`src/rtl/logic_pkg.sv`:
```
// Shared definitions for the logic unit pipeline.
// Holds the 3-bit gate operation encoding and the illegal op code constant.
package logic_pkg;

  typedef enum logic [2:0] {
    OP_AND  = 3'd0,
    OP_OR   = 3'd1,
    OP_NOT  = 3'd2,
    OP_NAND = 3'd3,
    OP_NOR  = 3'd4,
    OP_XOR  = 3'd5,
    OP_XNOR = 3'd6
  } gate_op_e;

  // Code 7 is not a member of the enum; it is decoded as an error result.
  localparam logic [2:0] OP_ILLEGAL = 3'd7;

endpackage

```
`src/rtl/logic_unit_pipe_gate_eval.sv`:
```
// gate_eval: combinational bitwise gate evaluator.
// Ports:
//   a, b  operands (b ignored for NOT)
//   op    operation code (gate_op_e encoding)
//   y     result; zero for the illegal code
//   err   high only for the illegal code
module gate_eval
  import logic_pkg::*;
#(
  parameter int WIDTH = 8
) (
  input  logic [WIDTH-1:0] a,
  input  logic [WIDTH-1:0] b,
  input  logic [2:0]       op,
  output logic [WIDTH-1:0] y,
  output logic             err
);

  always_comb begin
    y   = '0;
    err = 1'b0;
    if (op == OP_ILLEGAL) begin
      err = 1'b1;
    end else begin
      case (gate_op_e'(op))
        OP_AND:  y = a & b;
        OP_OR:   y = a | b;
        OP_NOT:  y = ~a;
        OP_NAND: y = ~(a & b);
        OP_NOR:  y = ~(a | b);
        OP_XOR:  y = a ^ b;
        OP_XNOR: y = ~(a ^ b);
        default: y = '0;
      endcase
    end
  end

endmodule

```
`src/rtl/logic_unit_pipe.sv`:
```
// logic_unit_pipe: two-stage valid/ready pipeline around a bitwise gate unit.
// Ports:
//   clk, rst            clock, synchronous active-high reset
//   in_valid/in_ready   input handshake; a, b, op, chain are the payload
//   out_valid/out_ready output handshake; y, op_err are the payload
//   res_cnt             wrapping count of output transfers
// S1 registers the request; S2 evaluates it and holds the result until drained.
module logic_unit_pipe
  import logic_pkg::*;
#(
  parameter int WIDTH = 8,
  parameter int CNT_W = 16
) (
  input  logic             clk,
  input  logic             rst,
  input  logic             in_valid,
  output logic             in_ready,
  input  logic [WIDTH-1:0] a,
  input  logic [WIDTH-1:0] b,
  input  logic [2:0]       op,
  input  logic             chain,
  output logic             out_valid,
  input  logic             out_ready,
  output logic [WIDTH-1:0] y,
  output logic             op_err,
  output logic [CNT_W-1:0] res_cnt
);

  logic             r_s1_valid;
  logic [WIDTH-1:0] r_s1_a;
  logic [WIDTH-1:0] r_s1_b;
  logic [2:0]       r_s1_op;
  logic             r_s1_chain;

  logic             r_out_valid;
  logic [WIDTH-1:0] r_y;
  logic             r_op_err;
  logic [CNT_W-1:0] r_res_cnt;

  logic             w_s2_load;
  logic             w_in_xfer;
  logic             w_out_xfer;
  logic [WIDTH-1:0] w_a_eff;
  logic [WIDTH-1:0] w_y;
  logic             w_err;

  assign w_s2_load  = r_s1_valid && (!r_out_valid || out_ready);
  assign in_ready   = !r_s1_valid || w_s2_load;
  assign w_in_xfer  = in_valid && in_ready;
  assign w_out_xfer = r_out_valid && out_ready;

  // Chained ops take the y register as operand a. r_y is never cleared on
  // drain, so the previous result is still available after it has left.
  assign w_a_eff = r_s1_chain ? r_y : r_s1_a;

  gate_eval #(.WIDTH(WIDTH)) u_gate_eval (
    .a   (w_a_eff),
    .b   (r_s1_b),
    .op  (r_s1_op),
    .y   (w_y),
    .err (w_err)
  );

  always_ff @(posedge clk) begin
    if (rst) begin
      r_s1_valid <= 1'b0;
      r_s1_a     <= '0;
      r_s1_b     <= '0;
      r_s1_op    <= 3'd0;
      r_s1_chain <= 1'b0;
    end else if (w_in_xfer) begin
      r_s1_valid <= 1'b1;
      r_s1_a     <= a;
      r_s1_b     <= b;
      r_s1_op    <= op;
      r_s1_chain <= chain;
    end else if (w_s2_load) begin
      r_s1_valid <= 1'b0;
    end
  end

  always_ff @(posedge clk) begin
    if (rst) begin
      r_out_valid <= 1'b0;
      r_y         <= '0;
      r_op_err    <= 1'b0;
      r_res_cnt   <= '0;
    end else begin
      if (w_s2_load) begin
        r_out_valid <= 1'b1;
        r_y         <= w_y;
        r_op_err    <= w_err;
      end else if (out_ready) begin
        r_out_valid <= 1'b0;
      end
      if (w_out_xfer) begin
        r_res_cnt <= r_res_cnt + CNT_W'(1);
      end
    end
  end

  assign out_valid = r_out_valid;
  assign y         = r_y;
  assign op_err    = r_op_err;
  assign res_cnt   = r_res_cnt;

endmodule

```
`config.mk`:
```
export PLATFORM = sky130hd
export DESIGN_NAME = logic_unit_pipe
export DESIGN_NICKNAME = d
export VERILOG_FILES = /design/src/rtl/logic_pkg.sv /design/src/rtl/logic_unit_pipe_gate_eval.sv /design/src/rtl/logic_unit_pipe.sv
export SDC_FILE = /design/constraint.sdc
export NUM_CORES = 1
export LEC_CHECK = 0
export BUFFER_PORTS_ARGS = -buffer_cell sky130_fd_sc_hd__buf_2
export CORE_ASPECT_RATIO = 0.8
export CORE_MARGIN = 4
export CORE_UTILIZATION = 40
export DETAILED_ROUTE_END_ITERATION = 10
export PLACE_DENSITY = 0.59
export SLEW_MARGIN = 30
export SYNTH_ARGS = -nofsm -noshare
export SYNTH_HDL_FRONTEND = slang
export SYNTH_HIERARCHICAL = 1
export SYNTH_SLANG_ARGS = --single-unit
```
`constraint.sdc`:
```
create_clock -name clk -period 6.45 [get_ports clk]
set_clock_uncertainty 0.15 [all_clocks]
set_input_delay 1.29 -clock clk [delete_from_list [all_inputs] [get_ports clk]]
set_output_delay 1.29 -clock clk [all_outputs]
set_load 0.005 [all_outputs]
```
==> results.tsv <==
metric	value	unit
status	finished clean	
netlist.area_leader.share	34.9	%
start_util	41.7	%
min_path_type	reg2reg	
io_pins	51	
power	595	uW
worst_ep_arrival_time	1.80	ns
core_area	6470	um^2
synth_cells	329	
die_x	99.8	um
grt_use_total	14.9	%
place_ws	3.21	ns
r2r_slack	4.11	ns
postCtsSetupBuffers	0	
die_y	81.5	um
grt_setup_unrepaired	false	
min_period	3.24	ns
hold_buffers	0	
ir_worst_vdd	106	uV
gp_congestion	0.770	
num_vias	2329	
num-fill-cells	645	
r2r-start	r_s1_chain	
ys_ff_latch	47	
leakage	1.33	nW
portBuffers	50	
wl_per_cell	12.8	um
placementRows	26	
critPathKind	in2out	
synth_cell_types	44	
routed_via_density	5.14	
cp_data_required_time	5.01	ns
grt-ovfl-total	0	
relSlewSlack	42.4	%
grt_pass1_wl	9.86	mm
drt_wl_total	5.82	mm
drc_errors	0	
cp-start-kind	primary input	
drt_pass1_iterations	4	
die_area	8130	um^2
cts_tree	built	
cap_violations	0	
clkSlewWorstSetupHoldPaths	0.08	ns
cts_max_level	2	
grt_pass1_vias	2061	
power_density	195	nW/um^2
final_nets	409	
fmax	0.308	GHz
antenna_left	0	
synth_fp_nets	370	
grt_max_degree	48	
finalSetupTns	0	ns
syn_to_final_growth	13.3	%
cp_max_fo	7	
clock_latency	0.30	ns
setup_viol	0	
drv_slew	0	
syn_avg_cell_area	8.20	um^2
syn_area	2700	um^2
crit_end	in_ready	
min_period_over_period	50.3	%
synth-seq-area-share	34.9	%
grt_antenna_before_repair	0	
tightestPinTransition	0.864	ns
reg2reg_to	y[2]	
drt_iter0_markers	76	
antenna_cells	0	
synth-warning-count	6	
rr_worst_depth	9	
critPathCaptureType	output pin	
setup_ws	3.21	ns
startpoint	out_ready	
postCtsResizedCells	0	
post-synth-top-area-cell	dfxtp_1	
cts_buffers	5	
hold_viol_final	0	
drive_gt1_share	19.5	%
synth_area_leaders	dfxtp_1, mux2i_1, ha_1, nand2_1, a21oi_1	
root_buffer	clkbuf_8	
cts_num_sinks	47	
place.detailed.hpwl	4.10	mm
ctsLongestPathBuffers	2	
-- power by group --
part / switching [mW] / internal (mW) / leakage [nW]
Clock: 0.101 / 0.0977 / 0.0505
Combinational: 0.0464 / 0.0386 / 0.901
Sequential: 0.0116 / 0.300 / 0.383
-- synthesized netlist by cell type --
cell      count
nand2_1      51
dfxtp_1      47
a21oi_1      30
inv_1        26
nor2_1       26
mux2i_1      23
ha_1         17
clkbuf_1     10
mux2_2        8
nor3_1        8
o21ai_0       8
xor2_1        7
a22oi_1       6
nand3_1       6
a211oi_1      5
and2_1        5
nand4_1       4
xnor2_1       4
buf_2         3
nor2b_1       3
and4_1        2
buf_1         2
buf_6         2
nand3b_1      2
o21ai_1       2
o221ai_1      2
o31a_1        2
or3_1         2
a221oi_1      1
a31oi_1       1
and3_1        1
and3_2        1
and4_4        1
buf_12        1
buf_4         1
clkbuf_2      1
nand3_2       1
nand4_4       1
nor4_1        1
o22ai_1       1
o31ai_1       1
o41ai_1       1
or4_1         1
or4b_1        1
-- flip-flops by register name, summed over array words and instances, names as in the netlist --
register and cells:
out_valid 1, y 8, r_s1_b 8, r_s1_a 8, r_s1_valid 1, res_cnt 16, r_s1_op 3, op_err 1
r_s1_chain 1
-- layout by cell type, fill, tap and decap left out, types with 2 or more instances in the layout --
cell      Yosys  layout
or3_1         2       2
and2_1        5       5
xnor2_1       4       4
o21ai_1       2       3
nand3_1       6       6
a211oi_1      5       5
o31a_1        2       2
xor2_1        7       7
mux2_2        8       8
buf_2         3      50
a21oi_1      30      30
buf_4         1       2
inv_1        26      26
nor2b_1       3       3
dfxtp_1      47      47
a22oi_1       6       6
o21ai_0       8       7
ha_1         17      17
nand2_1      51      51
mux2i_1      23      23
and4_1        2       2
nand4_1       4       4
clkbuf_8      0       7
nand3b_1      2       2
nor3_1        8       8
nor2_1       26      26
o221ai_1      2       2
-- how the worst min path moves through the flow --
stage | end | start | cells after the start | slack (ns)
after floorplan | r_s1_a[0] | r_s1_a[0] | 2 | 0.28
after global placement | r_s1_a[1] | r_s1_a[1] | 2 | 0.30
after detailed placement | r_s1_a[1] | r_s1_a[1] | 2 | 0.30
after CTS | r_s1_a[1] | r_s1_a[1] | 2 | 0.31
after global routing | r_s1_a[0] | r_s1_a[0] | 2 | 0.34
final | r_s1_a[1] | r_s1_a[1] | 2 | 0.31
-- cell families after synthesis --
logic type / share of synthesized area (%)
flip-flops: 34.9
AO/OA/AOI/OAI: 13.2
AND/OR/NAND/NOR: 20.7
multiplexers: 11.9
adder cells (fa/ha/maj): 7.88
XOR/XNOR: 3.57
buffers and inverters: 7.88
-- final cells by class --
class	count	area (um^2)	area share [%]
Clock buffer	7	96.3	3.15
Clock inverter	1	7.51	0.246
Inverter	26	97.6	3.19
Multi-Input combinational cell	236	1540	50.5
Sequential cell	47	941	30.8
Tap cell	84	105	3.44
Timing Repair Buffer	52	265	8.68
-- per-layer routing --
layer / vias to the layer above / routed length, um / global-route usage [%]
met5: - / 0 / 0
met4: 0 / 49 / 4.50
met3: 4 / 288 / 3.14
met2: 46 / 2450 / 23.3
met1: 1080 / 3030 / 20.7
li1: 1199 / - / -
-- critical path: stages --
cell      delay [ns]
buf_2           0.14
nand3b_1        0.21
buf_2           0.16
-- per-stage QoR --
stage               utilization (%)  instances  hold slack [ns]  instance area [um^2]
finish                         47.2        453            0.310                  3060
global route                   47.2        453            0.338                  3060
CTS                            47.2        453            0.311                  3060
detailed placement             45.6        445            0.297                  2950
global placement               45.6        445            0.295                  2950
floorplan                         -        329            0.284                  2700
Note: power is estimated with default switching activity, not from simulation.
